**config.mk**
```make
export PLATFORM = sky130hd
export DESIGN_NAME = axil_translator
export DESIGN_NICKNAME = d
export VERILOG_FILES = /design/src/rtl/axil_pkg.sv /design/src/rtl/axil_lane_align.sv /design/src/rtl/axil_translator.sv
export SDC_FILE = /design/constraint.sdc
export NUM_CORES = 1
export LEC_CHECK = 0
export ABC_AREA = 1
export CORE_AREA = 5 5 223 225
export CTS_CLUSTER_SIZE = 16
export DETAILED_ROUTE_END_ITERATION = 16
export DIE_AREA = 0 0 228 230
export SETUP_SLACK_MARGIN = 0.1
export SYNTH_ARGS = -nofsm -noshare
export SYNTH_HDL_FRONTEND = slang
export SYNTH_HIERARCHICAL = 1
export SYNTH_SLANG_ARGS = --single-unit
export TNS_END_PERCENT = 100
```
**constraint.sdc**
```tcl
create_clock -name clk -period 4.3 [get_ports clk]
set_input_delay 1.29 -clock clk [delete_from_list [all_inputs] [get_ports clk]]
set_output_delay 1.29 -clock clk [all_outputs]
set_load 0.01 [all_outputs]
```
**src/rtl/axil_pkg.sv**
```systemverilog
// Shared types for the P-bus to AXI4-Lite translator: response codes, FSM states,
// the CPU memory-access descriptor and a size decoding helper.
package axil_pkg;

  typedef enum logic [1:0] {
    RESP_OKAY   = 2'd0,
    RESP_EXOKAY = 2'd1,
    RESP_SLVERR = 2'd2,
    RESP_DECERR = 2'd3
  } axi_resp_e;

  typedef enum logic [2:0] {
    IDLE,
    WR_ADDR,
    WR_RESP,
    RD_ADDR,
    RD_RESP,
    ACK
  } state_e;

  typedef enum logic {
    LOAD  = 1'b0,
    STORE = 1'b1
  } mem_op_e;

  // Access size is carried as log2(bytes).
  typedef enum logic [1:0] {
    SZ_1 = 2'd0,
    SZ_2 = 2'd1,
    SZ_4 = 2'd2,
    SZ_8 = 2'd3
  } mem_size_e;

  typedef struct packed {
    mem_op_e   op;
    mem_size_e size;
  } memory_access_t;

  function automatic logic [3:0] size_to_bytes(input mem_size_e size);
    return 4'd1 << size;
  endfunction

endpackage

```
**src/rtl/axil_lane_align.sv**
```systemverilog
// Byte-lane steering between the right-justified CPU view and the AXI data bus:
// store shift and strobes, load shift with zero extension, misalignment detect.
module axil_lane_align
  import axil_pkg::*;
#(
  parameter int XLEN = 64,
  parameter int OFFW = $clog2(XLEN / 8)
) (
  input  logic [OFFW-1:0]   i_req_offset,
  input  mem_size_e         i_req_size,
  input  logic [XLEN-1:0]   i_store_data,
  output logic [XLEN/8-1:0] o_wstrb,
  output logic [XLEN-1:0]   o_wdata,
  output logic              o_misaligned,
  input  logic [OFFW-1:0]   i_rsp_offset,
  input  mem_size_e         i_rsp_size,
  input  logic [XLEN-1:0]   i_rdata,
  output logic [XLEN-1:0]   o_load_data
);

  localparam int LANES = XLEN / 8;

  logic [3:0]      w_req_bytes;
  logic [3:0]      w_rsp_bytes;
  logic [XLEN-1:0] w_rd_shifted;

  assign w_req_bytes  = size_to_bytes(i_req_size);
  assign w_rsp_bytes  = size_to_bytes(i_rsp_size);
  assign o_wdata      = i_store_data << {i_req_offset, 3'b000};
  assign w_rd_shifted = i_rdata >> {i_rsp_offset, 3'b000};

  // An access wider than the bus can never be aligned, so it is flagged too.
  assign o_misaligned = (int'(w_req_bytes) > LANES) ||
                        ((i_req_offset & OFFW'(w_req_bytes - 4'd1)) != '0);

  always_comb begin
    o_wstrb = '0;
    for (int b = 0; b < LANES; b++) begin
      if ((b >= int'(i_req_offset)) && (b < int'(i_req_offset) + int'(w_req_bytes))) begin
        o_wstrb[b] = 1'b1;
      end
    end
  end

  always_comb begin
    o_load_data = '0;
    for (int b = 0; b < LANES; b++) begin
      if (b < int'(w_rsp_bytes)) begin
        o_load_data[8*b +: 8] = w_rd_shifted[8*b +: 8];
      end
    end
  end

endmodule

```
**src/rtl/axil_translator.sv**
```systemverilog
// Turns one held P-bus request into a single-beat AXI4-Lite read or write and
// completes it with a one-cycle p_ack; errors and timeouts set a sticky flag.
module axil_translator
  import axil_pkg::*;
#(
  parameter int XLEN           = 64,
  parameter int TIMEOUT_CYCLES = 1024
) (
  input  logic                  clk,
  input  logic                  rst_n,
  input  logic                  p_cycle,
  input  logic [31:0]           p_paddr,
  input  memory_access_t        p_access,
  input  logic [XLEN-1:0]       p_data_out,
  output logic [3:0][XLEN-1:0]  p_data_in,
  output logic                  p_ack,
  output logic [31:0]           m_axi_awaddr,
  output logic                  m_axi_awvalid,
  input  logic                  m_axi_awready,
  output logic [XLEN-1:0]       m_axi_wdata,
  output logic [XLEN/8-1:0]     m_axi_wstrb,
  output logic                  m_axi_wvalid,
  input  logic                  m_axi_wready,
  input  logic [1:0]            m_axi_bresp,
  input  logic                  m_axi_bvalid,
  output logic                  m_axi_bready,
  output logic [31:0]           m_axi_araddr,
  output logic                  m_axi_arvalid,
  input  logic                  m_axi_arready,
  input  logic [XLEN-1:0]       m_axi_rdata,
  input  logic [1:0]            m_axi_rresp,
  input  logic                  m_axi_rvalid,
  output logic                  m_axi_rready,
  output logic                  bus_error,
  input  logic                  bus_error_clr
);

  localparam int          OFFW     = $clog2(XLEN / 8);
  localparam int          LANES    = XLEN / 8;
  localparam logic [31:0] TMO_LAST = (TIMEOUT_CYCLES > 0) ? 32'(TIMEOUT_CYCLES - 1) : 32'd0;

  state_e           r_state;
  state_e           w_state_next;
  logic             r_awvalid, r_wvalid, r_bready, r_arvalid, r_rready;
  logic             w_awvalid_next, w_wvalid_next, w_bready_next, w_arvalid_next, w_rready_next;
  logic [31:0]      r_addr;
  logic [31:0]      r_tmo;
  logic [XLEN-1:0]  r_wdata;
  logic [XLEN-1:0]  r_rdata;
  logic [LANES-1:0] r_wstrb;
  logic [OFFW-1:0]  r_offset;
  mem_size_e        r_size;
  logic             r_is_load;
  logic             r_bus_error;

  logic             w_start, w_err_set, w_capture, w_load_ones;
  logic             w_busy, w_timeout, w_misaligned;
  logic [LANES-1:0] w_wstrb;
  logic [XLEN-1:0]  w_wdata;
  logic [XLEN-1:0]  w_load_data;

  axil_lane_align #(
    .XLEN (XLEN),
    .OFFW (OFFW)
  ) u_align (
    .i_req_offset (p_paddr[OFFW-1:0]),
    .i_req_size   (p_access.size),
    .i_store_data (p_data_out),
    .o_wstrb      (w_wstrb),
    .o_wdata      (w_wdata),
    .o_misaligned (w_misaligned),
    .i_rsp_offset (r_offset),
    .i_rsp_size   (r_size),
    .i_rdata      (m_axi_rdata),
    .o_load_data  (w_load_data)
  );

  assign w_busy    = (r_state != IDLE) && (r_state != ACK);
  assign w_timeout = (TIMEOUT_CYCLES != 0) && w_busy && (r_tmo == TMO_LAST);

  always_comb begin
    w_state_next   = r_state;
    w_awvalid_next = r_awvalid;
    w_wvalid_next  = r_wvalid;
    w_bready_next  = r_bready;
    w_arvalid_next = r_arvalid;
    w_rready_next  = r_rready;
    w_start        = 1'b0;
    w_err_set      = 1'b0;
    w_capture      = 1'b0;
    w_load_ones    = 1'b0;

    case (r_state)
      IDLE: begin
        if (p_cycle) begin
          w_start = 1'b1;
          if (w_misaligned) begin
            w_state_next = ACK;
            w_err_set    = 1'b1;
            w_load_ones  = (p_access.op == LOAD);
          end else if (p_access.op == STORE) begin
            w_awvalid_next = 1'b1;
            w_wvalid_next  = 1'b1;
            w_state_next   = WR_ADDR;
          end else begin
            w_arvalid_next = 1'b1;
            w_state_next   = RD_ADDR;
          end
        end
      end
      WR_ADDR: begin
        w_awvalid_next = r_awvalid && !m_axi_awready;
        w_wvalid_next  = r_wvalid && !m_axi_wready;
        if (!w_awvalid_next && !w_wvalid_next) begin
          w_bready_next = 1'b1;
          w_state_next  = WR_RESP;
        end
      end
      WR_RESP: begin
        if (m_axi_bvalid) begin
          w_bready_next = 1'b0;
          w_state_next  = ACK;
          w_err_set     = (m_axi_bresp != RESP_OKAY);
        end
      end
      RD_ADDR: begin
        if (m_axi_arready) begin
          w_arvalid_next = 1'b0;
          w_rready_next  = 1'b1;
          w_state_next   = RD_RESP;
        end
      end
      RD_RESP: begin
        if (m_axi_rvalid) begin
          w_rready_next = 1'b0;
          w_state_next  = ACK;
          if (m_axi_rresp != RESP_OKAY) begin
            w_err_set   = 1'b1;
            w_load_ones = 1'b1;
          end else begin
            w_capture = 1'b1;
          end
        end
      end
      ACK: begin
        w_state_next = IDLE;
      end
      default: begin
        w_state_next = IDLE;
      end
    endcase

    // A response landing in the final allowed cycle still completes normally.
    if (w_timeout && (w_state_next != ACK)) begin
      w_state_next   = ACK;
      w_awvalid_next = 1'b0;
      w_wvalid_next  = 1'b0;
      w_bready_next  = 1'b0;
      w_arvalid_next = 1'b0;
      w_rready_next  = 1'b0;
      w_err_set      = 1'b1;
      w_load_ones    = r_is_load;
      w_capture      = 1'b0;
    end
  end

  always_ff @(posedge clk or negedge rst_n) begin
    if (!rst_n) begin
      r_state   <= IDLE;
      r_awvalid <= 1'b0;
      r_wvalid  <= 1'b0;
      r_bready  <= 1'b0;
      r_arvalid <= 1'b0;
      r_rready  <= 1'b0;
    end else begin
      r_state   <= w_state_next;
      r_awvalid <= w_awvalid_next;
      r_wvalid  <= w_wvalid_next;
      r_bready  <= w_bready_next;
      r_arvalid <= w_arvalid_next;
      r_rready  <= w_rready_next;
    end
  end

  // Request fields are frozen at start so AXI payloads hold steady under valid.
  always_ff @(posedge clk or negedge rst_n) begin
    if (!rst_n) begin
      r_addr      <= '0;
      r_wdata     <= '0;
      r_wstrb     <= '0;
      r_offset    <= '0;
      r_size      <= SZ_1;
      r_is_load   <= 1'b0;
      r_tmo       <= '0;
      r_rdata     <= '0;
      r_bus_error <= 1'b0;
    end else begin
      if (w_start) begin
        r_addr    <= {p_paddr[31:OFFW], {OFFW{1'b0}}};
        r_wdata   <= w_wdata;
        r_wstrb   <= w_wstrb;
        r_offset  <= p_paddr[OFFW-1:0];
        r_size    <= p_access.size;
        r_is_load <= (p_access.op == LOAD);
        r_tmo     <= '0;
      end else if (w_busy) begin
        r_tmo <= r_tmo + 32'd1;
      end
      if (w_load_ones) begin
        r_rdata <= '1;
      end else if (w_capture) begin
        r_rdata <= w_load_data;
      end
      if (w_err_set) begin
        r_bus_error <= 1'b1;
      end else if (bus_error_clr) begin
        r_bus_error <= 1'b0;
      end
    end
  end

  assign m_axi_awaddr  = r_addr;
  assign m_axi_araddr  = r_addr;
  assign m_axi_awvalid = r_awvalid;
  assign m_axi_wvalid  = r_wvalid;
  assign m_axi_wdata   = r_wdata;
  assign m_axi_wstrb   = r_wstrb;
  assign m_axi_bready  = r_bready;
  assign m_axi_arvalid = r_arvalid;
  assign m_axi_rready  = r_rready;
  assign p_ack         = (r_state == ACK);
  assign bus_error     = r_bus_error;
  assign p_data_in[0]  = r_rdata;
  assign p_data_in[3:1] = '0;

endmodule

```
==> results.tsv, run 1 <==
metric	value	unit
outcome	finished clean	
routedWlPerCell	18.4	um
yosysTopAreaCell	dfrtp_1	
ys_top_cells_by_count	nand2_1, buf_4, dfrtp_1	
postCtsHoldBufs	0	
report.final.setup_viol	0	
start_util	0.320	
power_density	607	nW/um2
maxCapViolCount	0	
maxSlewHeadroom	0.276	
syn-cell-area	15100	um2
p_leak	9.37	nW
synthTopCellsByArea	dfrtp_1, nand2_1, buf_4, nor2_1, nand3_1	
worstSetupStartpointType	flop	
antenna_found_initial	6	
routed_wl	58600	um
synth_seq_cells	212	
cp.buffers_inverters	3	
finalPower	11.7	mW
grt_use_total	0.209	
min_from	m_axi_wdata[37]	
swShare	0.424	
synth-edff-count	0	
cts-resized-gates	0	
grt_pass1_vias	15100	
dieArea	52400	um2
core.rowCount	80	
crit_chain	inv_2, nand3_1, inv_1, clkdlybuf4s50_1	
cts.htree.levels	1	
crit_fanout	8	
critPathArrivalTime	1.97	ns
place_inst	3144	
cts_buffers	27	
cts_root_buffer	clkbuf_16	
overflow	0	
ys_types	43	
postLayoutCellArea	19200	um2
synth_top_area_frac	0.350	
antenna_left	0	
cts_tree	yes	
die_h	230	um
finalMaxSlewViolations	0	
drive_gt1_frac	0.0485	
cts_buffer_depth	3	
min_period	3.26	ns
place_area	18400	um2
place_congestion	0.890	
grt_start_max_net_pins	107	
rsz0062_at_grt	no	
area_delta_synth_final	27.1	%
crit_family	buffers and inverters	
peakVddDrop	0.000324	V
endpoint_kind	primary output	
insertion_delay	0.56	ns
antenna_cells	0	
drtIter0Drc	1195	
cts.sinks	212	
min_path_type	flop to flop	
clockPowerShare	0.199	
fin_cells	3192	
place_ws	0.561	ns
hpwl	43300	um
coreArea	47300	um2
hold_violations	0	
fmax	0.307	GHz
yosys_warnings	6	
clkTransAtPathRegs	0.06	ns
tns	0	ns
switchingPower	4.96	mW
post_cts_buffers	0	
combPwrFrac	0.506	
yosysSeqAreaShare	0.350	
async_flop_share	1.00	
grt_first_pass_wirelength	88700	um
vias_per_cell	4.84	
pwr-share-seq	0.295	
critPathRequiredTime	3.01	ns
clock_skew	0.0190	ns
r2r_start	r_offset[0]	
tightest_slew	1.09	ns
synth_most_common_cell	nand2_1	
syn_inst	2279	
fin_crit_sh	0.758	
internal-power	6.73	mW
ioPinCount	575	
avgSynthCellArea	6.65	um2
slowest_delay	0.55	ns
cp-startpoint	r_state[1]	
worst_slack	1.04	ns
vias	15500	
slowest_stage	clkdlybuf4s50_1	
firstDrtPassIters	8	
port-buffer-count	376	
synth-main-ff-cell	dfrtp_1	
die_w	228	um
nets	2740	
drc	0	
critPathKind	flop to primary output	
## stage by stage
| stage | utilization | hold WS [ns] |
|---|---|---|
| 6_report | 0.407 | 0.480 |
| 5_1_grt | 0.407 | 0.498 |
| 4_1_cts | 0.407 | 0.483 |
| 3_5_place_dp | 0.388 | 0.464 |
| 3_3_place_gp | 0.388 | 0.464 |
| 2_1_floorplan | - | 0.444 |
## cell usage in the layout (no fill, tap or decap), types with 2 or more instances in the layout
| cell type | instances |
|---|---|
| a21oi_1 | 47 |
| and2_1 | 7 |
| buf_12 | 3 |
| buf_4 | 29 |
| bufinv_16 | 3 |
| clkbuf_1 | 9 |
| clkbuf_16 | 27 |
| clkbuf_8 | 4 |
| clkdlybuf4s50_1 | 374 |
| clkinv_2 | 4 |
| conb_1 | 198 |
| dfrtp_1 | 211 |
| ha_1 | 5 |
| inv_1 | 95 |
| inv_2 | 15 |
| nand2_1 | 959 |
| nand2_2 | 4 |
| nand3_1 | 108 |
| nand3_2 | 3 |
| nand3_4 | 2 |
| nand4_1 | 81 |
| nand4_2 | 10 |
| nor2_1 | 173 |
| nor2_2 | 2 |
| nor2_4 | 4 |
| nor3_1 | 17 |
| nor3b_1 | 2 |
| nor4_1 | 6 |
| o211ai_1 | 38 |
| o21ai_0 | 89 |
| o21ai_1 | 18 |
| or2_2 | 7 |
| xor2_1 | 5 |
## logic make-up after synthesis
logic type | synth area share
and+or+nand+nor | 0.385
xor gates and xnor gates | 0.00289
other | 0.000248
AOI/OAI and AO/OA | 0.0736
adders and majority gates | 0.00545
DFF | 0.350
buffers and inverters | 0.183
## worst reg2reg max path, delay by kind of cell (launching register included)
family          cells  cell delay, ns
simple gates        7            0.76
compound gates      1            0.09
buf+inv             2            0.98
flops               1            0.40
## path summary, 6_finish.rpt
kind | end | slack (ns) | cells past startpoint
max | p_ack | 1.04 | 4
min | m_axi_wdata[37] | 0.48 | 2
max reg2reg | r_rdata[21] | 2.00 | 10
min reg2reg | m_axi_wdata[37] | 0.48 | 2
max in group asynchronous | m_axi_wdata[55] | 2.59 | 2
min in group asynchronous | r_rdata[35] | 0.81 | 1
## cell type report
cell class	count	area (um2)
clock buffer	40	764
fill	4992	28100
inverter	112	423
clock inverter	8	119
tap	615	769
timing repair buffer	408	4040
multi-input combinational	1797	7830
sequential	212	5310
## state kept, by name, indices dropped and copies added, names as in the netlist, 2 cells and up
| name | cells |
|---|---|
| m_axi_wstrb | 8 |
| r_rdata | 64 |
| r_state | 3 |
| r_offset | 3 |
| m_axi_wdata | 64 |
| r_tmo | 32 |
| m_axi_araddr | 29 |
| r_size | 2 |
## routing by layer
metal | up-vias | share of wire | GRT usage
li1 | 7378 | - | -
met1 | 7307 | 0.41 | 0.267
met2 | 652 | 0.48 | 0.347
met3 | 108 | 0.079 | 0.0506
met4 | 12 | 0.039 | 0.0781
met5 | - | 0.0013 | 0
## power groups by stage
stage / registers [mW] / clock network, mW / logic [mW]
floorplan: 3.56 / 0 / 3.12
global placement: 3.48 / 0 / 5.87
detailed placement: 3.46 / 0 / 5.91
CTS: 3.45 / 2.39 / 5.94
global route: 3.54 / 2.46 / 6.46
finish: 3.45 / 2.32 / 5.91
No activity file was read; power rests on OpenSTA's default activity.
==> run 2: changes to the inputs <==
==> constraint.sdc (replaced) <==
create_clock -name clk -period 2.77 [get_ports clk]
set_input_delay 0.831 -clock clk [delete_from_list [all_inputs] [get_ports clk]]
set_output_delay 0.831 -clock clk [all_outputs]
set_load 0.01 [all_outputs]
==> run 2 against run 1 <==
Setup slack worse by 0.75 ns. Highest routed layer unchanged. Sequential share of layout area fell by 0.88 points. Wire length grew 1.9%. Utilization increased by 1.3 points.
==> results.tsv, run 2 (synthesis results as in run 1) <==
metric	value	unit
critPathArrivalTime	2.87	ns
power_density	932	nW/um2
rsz0062_at_grt	no	
place_ws	-0.299	ns
cts_root_buffer	clkbuf_16	
ioPinCount	575	
worstSetupStartpointType	primary input	
place_congestion	0.954	
cp-startpoint	p_access[1]	
final_cell_mix	nand2_1, clkdlybuf4s50_1, dfrtp_1, conb_1, nor2_1	
cts.sinks	212	
die_w	228	um
maxSlewHeadroom	0.572	
p_leak	9.71	nW
min_path_type	primary input to async pin	
regToRegSetupSlack	0.70	ns
postLayoutCellArea	19900	um2
place_area	19000	um2
dieArea	52400	um2
post_cts_buffers	0	
firstDrtPassIters	7	
antenna_found_initial	4	
grt_use_total	0.213	
fillers	5044	
port-buffer-count	376	
drive_gt1_frac	0.0719	
clkTransAtPathRegs	0.06	ns
routed_wl	59700	um
r2r_end	r_rdata[31]	
cts_buffers	27	
report.final.setup_viol	0	
critPathKind	primary input to flop	
endpoint_kind	flop	
vias_per_cell	4.83	
area_delta_synth_final	31.3	%
core.rowCount	80	
drtIter0Drc	1143	
finalPower	18.5	mW
hold_violations	0	
nets	2793	
start_util	0.320	
fin_crit_sh	0.896	
outcome	finished clean	
drc	0	
min_period	2.48	ns
postCtsHoldBufs	0	
final_common_cell	nand2_1	
vias	15700	
routedWlPerCell	18.4	um
finalMaxSlewViolations	0	
cts.htree.levels	1	
r2r_start	r_tmo[0]	
fmax	0.403	GHz
peakVddDrop	0.000522	V
seq_area	5310	um2
worst_slack	0.289	ns
r2r_cells	10	
die_h	230	um
grt_first_pass_wirelength	89800	um
insertion_delay	0.56	ns
critPathRequiredTime	3.16	ns
crit_fanout	30	
endpoint	r_rdata[31]	
clock_skew	0.0244	ns
overflow	0	
maxCapViolCount	0	
hpwl	45300	um
multi_input_area	7840	um2
tightest_slew	0.641	ns
cts_buffer_depth	3	
grt_pass1_vias	15200	
grt_start_max_net_pins	70	
coreArea	47300	um2
cts_tree	yes	
antenna_left	0	
-- run 2: cell types whose count changed in the layout (fill, tap and decap cells not counted), moves of 2 or more --
cell	change
clkbuf_1	-6
nor2_1	-2
diode_2	+2
buf_4	+38
nor2_2	+2
clkinvlp_4	+2
buf_12	+15
clkbuf_8	+5
-- run 2: routing by layer --
layer / up-vias / GRT usage / part of all wire
li1: 7487 / - / -
met1: 7444 / 0.270 / 0.41
met2: 632 / 0.353 / 0.47
met3: 105 / 0.0572 / 0.083
met4: 4 / 0.0698 / 0.034
met5: - / 0 / 0.00037
-- run 2: repair_timing --
action	4_1_cts	5_1_grt
gates resized for setup	3	3
endpoints found under the setup margin	1	13
gates cloned	0	0
-- run 2: where the power goes --
| group | leakage, nW | internal [mW] | switching [mW] |
|---|---|---|---|
| registers | 2.54 | 4.30 | 1.06 |
| logic | 6.72 | 4.18 | 5.34 |
| clock network | 0.450 | 2.21 | 1.45 |
-- run 2: worst min path at each step --
stage	from	to	slack [ns]	cells after the start
3_5_place_dp	m_axi_wdata[10]	m_axi_wdata[10]	0.47	2
2_1_floorplan	r_offset[1]	r_offset[1]	0.44	2
3_3_place_gp	m_axi_wdata[44]	m_axi_wdata[44]	0.46	2
4_1_cts	rst_n	r_rdata[40]	0.20	1
6_report	rst_n	m_axi_wvalid	0.20	1
5_1_grt	rst_n	m_axi_wvalid	0.23	1
-- run 2: final cells by class --
class | instances | area share
sequential | 212 | 0.267
timing repair buffer | 461 | 0.233
tap | 615 | 0.0387
multi-input combinational | 1797 | 0.394
clock inverter | 9 | 0.00541
clock buffer | 39 | 0.0408
antenna | 2 | 0.000252
inverter | 112 | 0.0213
-- run 2: through the flow --
stage                     std cells  hold slack (ns)   util  setup TNS, ns
after floorplan                2476            0.444      -              0
after global placement         3197            0.464  0.400         -17.78
after detailed placement       3197            0.465  0.400         -17.39
after CTS                      3245            0.201  0.420              0
after global routing           3245            0.230  0.420              0
final                          3247            0.200  0.420              0
-- run 2: worst max-delay path: stages --
cell and delay [ns]:
clkdlybuf4s50_1 0.51, buf_4 0.15, nand2_1 0.07, o21ai_0 0.19, buf_4 0.19, nor2_2 0.05, nand2_1 0.05, nand2_1 0.05
nor2_2 0.13, nand3_2 0.15, nand3_4 0.16, buf_12 0.20, nand4_1 0.11
==> run 3: changes to the inputs <==
--- a/config.mk
+++ b/config.mk
@@ -11,6 +11,7 @@
 export DETAILED_ROUTE_END_ITERATION = 16
 export DIE_AREA = 0 0 228 230
 export SETUP_SLACK_MARGIN = 0.1
+export SKIP_LAST_GASP = 1
 export SYNTH_ARGS = -nofsm -noshare
 export SYNTH_HDL_FRONTEND = slang
 export SYNTH_HIERARCHICAL = 1
==> constraint.sdc (replaced) <==
create_clock -name clk -period 2.47 [get_ports clk]
set_input_delay 0.741 -clock clk [delete_from_list [all_inputs] [get_ports clk]]
set_output_delay 0.741 -clock clk [all_outputs]
set_load 0.01 [all_outputs]
==> run 3 against run 2 <==
Hold slack worse by 0.084 ns. Sequential cell count unchanged. Via count increased by 1.0%. Combinational power up 13%. Global-route usage shrank 0.31 points. Final area grew 2.7%. Power grew 16%. Sequential power rose by 12%.
==> results.tsv, run 3 (synthesis results as in run 1) <==
metric	value	unit
tns	0	ns
coreArea	47300	um2
maxSlewHeadroom	0.575	
vias_per_cell	4.83	
grt_pass1_vias	15000	
crit_fanout	7	
die_h	230	um
critPathRequiredTime	2.90	ns
hold_violations	0	
grt_first_pass_wirelength	88900	um
cts.sinks	212	
nets	2822	
drive_gt1_frac	0.0834	
cts_root_buffer	clkbuf_16	
slowest_stage	clkdlybuf4s50_1	
worst_slack	0.147	ns
routed_wl	59700	um
firstDrtPassIters	5	
start_util	0.320	
r2r_cells	10	
cts_tree	yes	
cts_buffer_depth	3	
min_period	2.32	ns
place_ws	-0.487	ns
area_delta_synth_final	34.8	%
power_density	1060	nW/um2
tightest_slew	0.636	ns
regToRegSetupSlack	0.31	ns
clock_skew	0.0273	ns
antenna_left	0	
hpwl	44800	um
r2r_end	r_rdata[62]	
fmax	0.430	GHz
min_path_type	primary input to async pin	
crit_chain	clkdlybuf4s50_1, a21oi_1, o21ai_1, buf_4, nor2_4, nand2_1, nand2_1, nor2_2, nand3_4, nand3_4, clkbuf_16, nand4_1	
r2r_start	r_tmo[0]	
fin_crit_sh	0.941	
worstSetupStartpointType	primary input	
report.final.setup_viol	0	
antenna_found_initial	3	
outcome	finished clean	
routedWlPerCell	18.2	um
dieArea	52400	um2
final_cell_mix	nand2_1, clkdlybuf4s50_1, dfrtp_1, conb_1, nor2_1	
port-buffer-count	376	
die_w	228	um
slowest_delay	0.57	ns
place_congestion	0.973	
overflow	0	
endpoint_kind	flop	
grt_use_total	0.210	
cts_buffers	29	
vias	15800	
critPathArrivalTime	2.75	ns
p_leak	9.97	nW
cts.htree.levels	1	
peakVddDrop	0.000682	V
finalMaxSlewViolations	0	
ioPinCount	575	
rsz0062_at_grt	no	
cp-startpoint	p_paddr[1]	
drtIter0Drc	1509	
grt_start_max_net_pins	96	
fillers	4948	
critPathKind	primary input to flop	
drc	0	
insertion_delay	0.58	ns
maxCapViolCount	0	
core.rowCount	80	
clkTransAtPathRegs	0.06	ns
final_common_cell	nand2_1	
run 3: worst max path at each step:
| stage | end | depth (start not counted) | slack, ns |
|---|---|---|---|
| 2_1_floorplan | r_rdata[13] | 12 | 0.14 |
| 3_3_place_gp | m_axi_wvalid | 17 | -0.48 |
| 3_5_place_dp | r_rdata[1] | 15 | -0.49 |
| 4_1_cts | p_ack | 4 | 0.09 |
| 5_1_grt | r_rdata[62] | 12 | 0.07 |
| 6_report | r_rdata[62] | 12 | 0.15 |
run 3: metrics by stage:
step            util  area (um2)  power [mW]  hold slack [ns]  instances
3_3_place_gp   0.405       19200        16.6            0.466       3217
6_report       0.431       20400        21.6            0.116       3278
5_1_grt        0.431       20400        22.9            0.146       3277
4_1_cts        0.428       20300        21.7            0.107       3270
3_5_place_dp   0.405       19200        16.7            0.468       3217
2_1_floorplan      -       15900        11.6            0.444       2476
run 3: critical path, delay by kind of cell:
family | cells | cell delay [ns]
compound gates | 2 | 0.20
buf+inv | 3 | 0.98
simple gates | 7 | 0.83
run 3: report_power, final:
part           leakage [nW]  internal (mW)  switching, mW
Combinational          6.92           4.78           5.98
Clock                 0.517           3.03           1.74
Sequential             2.54           4.83           1.19
Total                  9.97           12.6           8.91
run 3: final cells by class:
cell class / instances / area [um2] / share of cell area
Antenna cell: 1 / 2.50 / 0.000123
Clock buffer: 34 / 754 / 0.0370
Clock inverter: 19 / 332 / 0.0162
Inverter: 112 / 423 / 0.0207
Multi-Input combinational cell: 1798 / 7870 / 0.385
Sequential cell: 212 / 5310 / 0.260
Tap cell: 615 / 769 / 0.0377
Timing Repair Buffer: 487 / 4960 / 0.243
run 3: what timing repair did:
action,in CTS,in global routing
gates resized for setup,3,13
cloned,0,6
buffers inserted,0,1
setup endpoints to repair,6,80
pin swaps,0,4
hold buffers,0,0
run 3: layer usage:
| metal | GRT usage | wire length [um] |
|---|---|---|
| met4 | 0.0666 | 2050 |
| met2 | 0.349 | 28500 |
| met1 | 0.272 | 24900 |
| met3 | 0.0479 | 4200 |
| met5 | 0 | 34 |
==> edit (flow settings as in run 2) <==
`XLEN` is set to 64 in 2 places; all go to 32.
--- a/src/rtl/axil_lane_align.sv
+++ b/src/rtl/axil_lane_align.sv
@@ -3,7 +3,7 @@
 module axil_lane_align
   import axil_pkg::*;
 #(
-  parameter int XLEN = 64,
+  parameter int XLEN = 32,
   parameter int OFFW = $clog2(XLEN / 8)
 ) (
   input  logic [OFFW-1:0]   i_req_offset,
--- a/src/rtl/axil_translator.sv
+++ b/src/rtl/axil_translator.sv
@@ -3,7 +3,7 @@
 module axil_translator
   import axil_pkg::*;
 #(
-  parameter int XLEN           = 64,
+  parameter int XLEN           = 32,
   parameter int TIMEOUT_CYCLES = 1024
 ) (
   input  logic                  clk,
Interface: changed (5 resized); port bits go from 575 to 347. The function was not compared with the original's and may differ.
==> edit against run 2 <==
  * Synthesized area fell by 41%
  * Die area did not move
  * Critical endpoint is now m_axi_awvalid$_DFFE_PN0P_
  * Total power fell by 39%
  * Utilization fell by 16 points
  * Non-clock buffer count fell by 179
  * Worst setup slack got worse by 0.16 ns
  * Maximum frequency fell by 5.9%
  * Largest cell class unchanged
  * Design area fell by 38%
  * Clock power fell by 31%
  * Register-to-register slack improved by 0.15 ns
  * Combinational power fell by 45%
  * Wire length fell by 49%
  * Sequential cell count fell by 68
==> edit: results (changes against run 2) <==
[logic_synthesis]
async_reset_ff_frac=1.00  ; unchanged
yosys_warnings=6  ; unchanged
syn-instance-count=1199  ; -47%
synth_cell_types=40  ; -7.0%
synth_commonest_cells=nand2_1, dfrtp_1, buf_4, nor2_1, nand3_1
synth_top_area_cell=dfrtp_1
synth.top_cells.by_area=dfrtp_1, nand2_1, buf_4
synth.top_cell.area_share=0.406  ; +0.0557
ys_seq_area_frac=0.406  ; +0.0557

[global_routing]
grt_pass1_wl_mm=46.6  ; -48%
grt_max_degree=57  ; -19%
met2_usage=0.179  ; -0.174
grt.met1_usage=0.143  ; -0.127
use_met3=0.0307  ; -0.0265
grt_pass1_vias=8217  ; -46%
antenna_found_initial=0  ; -4
track_usage=0.110  ; -0.102

[cts]
cts_buffers=17  ; -37%
max-clock-path-buffers=2  ; -1
insertion_delay_ns=0.44  ; -0.12 ns
clock-root-buffer=clkbuf_16
clkTransAtPathRegs_ns=0.07
htree_num_levels=4  ; +3

[finish]
fillers=5154  ; +2.2%
fin_nets=1544  ; -45%
stdcell_area_mm2=0.0123  ; -38%
antenna_cells=0  ; -2
drive_gt1_frac=0.0778  ; +0.00591

[worst_setup_path]
cp_max_fo=7  ; -77%
regToRegStartpoint=r_state[2]$_DFF_PN0_
reg2reg_to=r_state[2]$_DFF_PN0_
arrival_ns=2.96  ; +0.09 ns
slowest_delay_ns=0.43  ; -0.08 ns
crit_path_start=p_access[1]
ff2ff_path_depth=10  ; unchanged
ff2ff_setup_slack_ns=0.85  ; +0.15 ns
critical_path.slowest_cell=clkdlybuf4s50_1
cp_top_family=simple AND/OR/NAND/NOR gates

[detailed_routing]
firstDrtPassIters=7  ; unchanged
drt_iter0_markers=694  ; -39%
routed_wl_mm=30.3  ; -49%
viasPerCell=4.03  ; -17%
routedWlPerCell_um=14.8  ; -20%

[pwr]
leakagePower_nw=5.81  ; -40%
irDropWorstVdd_uv=358  ; -31%
intPower_mw=6.88  ; -36%

[place]
hpwl_mm=23.3  ; -48%
dpl.cell_count=2020  ; -37%
gp_congestion=0.881  ; -7.6%
io_buffer_count=246  ; -35%
pre_cts_ws_ns=-0.319  ; -0.0200 ns

[sta]
finClkSkew_ns=0.0107  ; -0.0137 ns
hold-worst-slack_ns=0.338  ; +0.138 ns
relSlewSlack=0.597  ; +0.0255

[run_status]
outcome=completed

[min_path]
min_path_type=primary input to asynchronous set/reset pin

## edit: cells by family (layout without fill, tap and decap cells)
family	count (synthesis)	count (layout)	share of synthesized area
simple gates	656	656	0.312
fa+ha+maj	5	5	0.00789
other cells	1	100	0.000422
compound gates	111	111	0.0693
buf+inv	250	392	0.169
mux	28	28	0.0316
flops	144	144	0.406
xor+xnor	4	4	0.00395
## edit: layer usage
layer | part of all wire | routed length (µm)
met5 | 0 | 0
met4 | 0.017 | 528
met3 | 0.068 | 2070
met2 | 0.48 | 14500
met1 | 0.43 | 13200
## edit: timing repair
action / CTS / global route
hold buffers: 0 / 0
setup endpoints to repair: 0 / 37
setup buffers: 0 / 3
gates resized for setup: 0 / 3
endpoints found under the hold margin: 0 / 0
## edit: area by class of cell
class	count	area share
Tap cell	615	0.0628
Inverter	78	0.0239
Timing Repair Buffer	282	0.228
Sequential cell	144	0.294
Clock buffer	20	0.0364
Multi-Input combinational cell	904	0.340
Clock inverter	12	0.0146
## edit: worst max-delay path by stage
| stage | end | slack (ns) | cells past startpoint |
|---|---|---|---|
| after global placement | r_rdata[11]$_DFFE_PN0P_ | -0.27 | 14 |
| after detailed placement | r_rdata[21]$_DFFE_PN0P_ | -0.32 | 14 |
| after floorplan | m_axi_awvalid$_DFFE_PN0P_ | 0.55 | 14 |
| after CTS | p_ack | 0.11 | 4 |
| after global routing | m_axi_wvalid$_DFFE_PN0P_ | 0.08 | 15 |
| final | m_axi_awvalid$_DFFE_PN0P_ | 0.13 | 15 |
## edit: power groups by stage
stage	clock network [mW]	logic, mW	registers, mW
3_3_place_gp	0	5.20	3.51
6_report	2.52	5.20	3.50
4_1_cts	2.61	5.27	3.51
3_5_place_dp	0	5.25	3.52
2_1_floorplan	0	2.57	3.65
5_1_grt	2.70	5.72	3.61
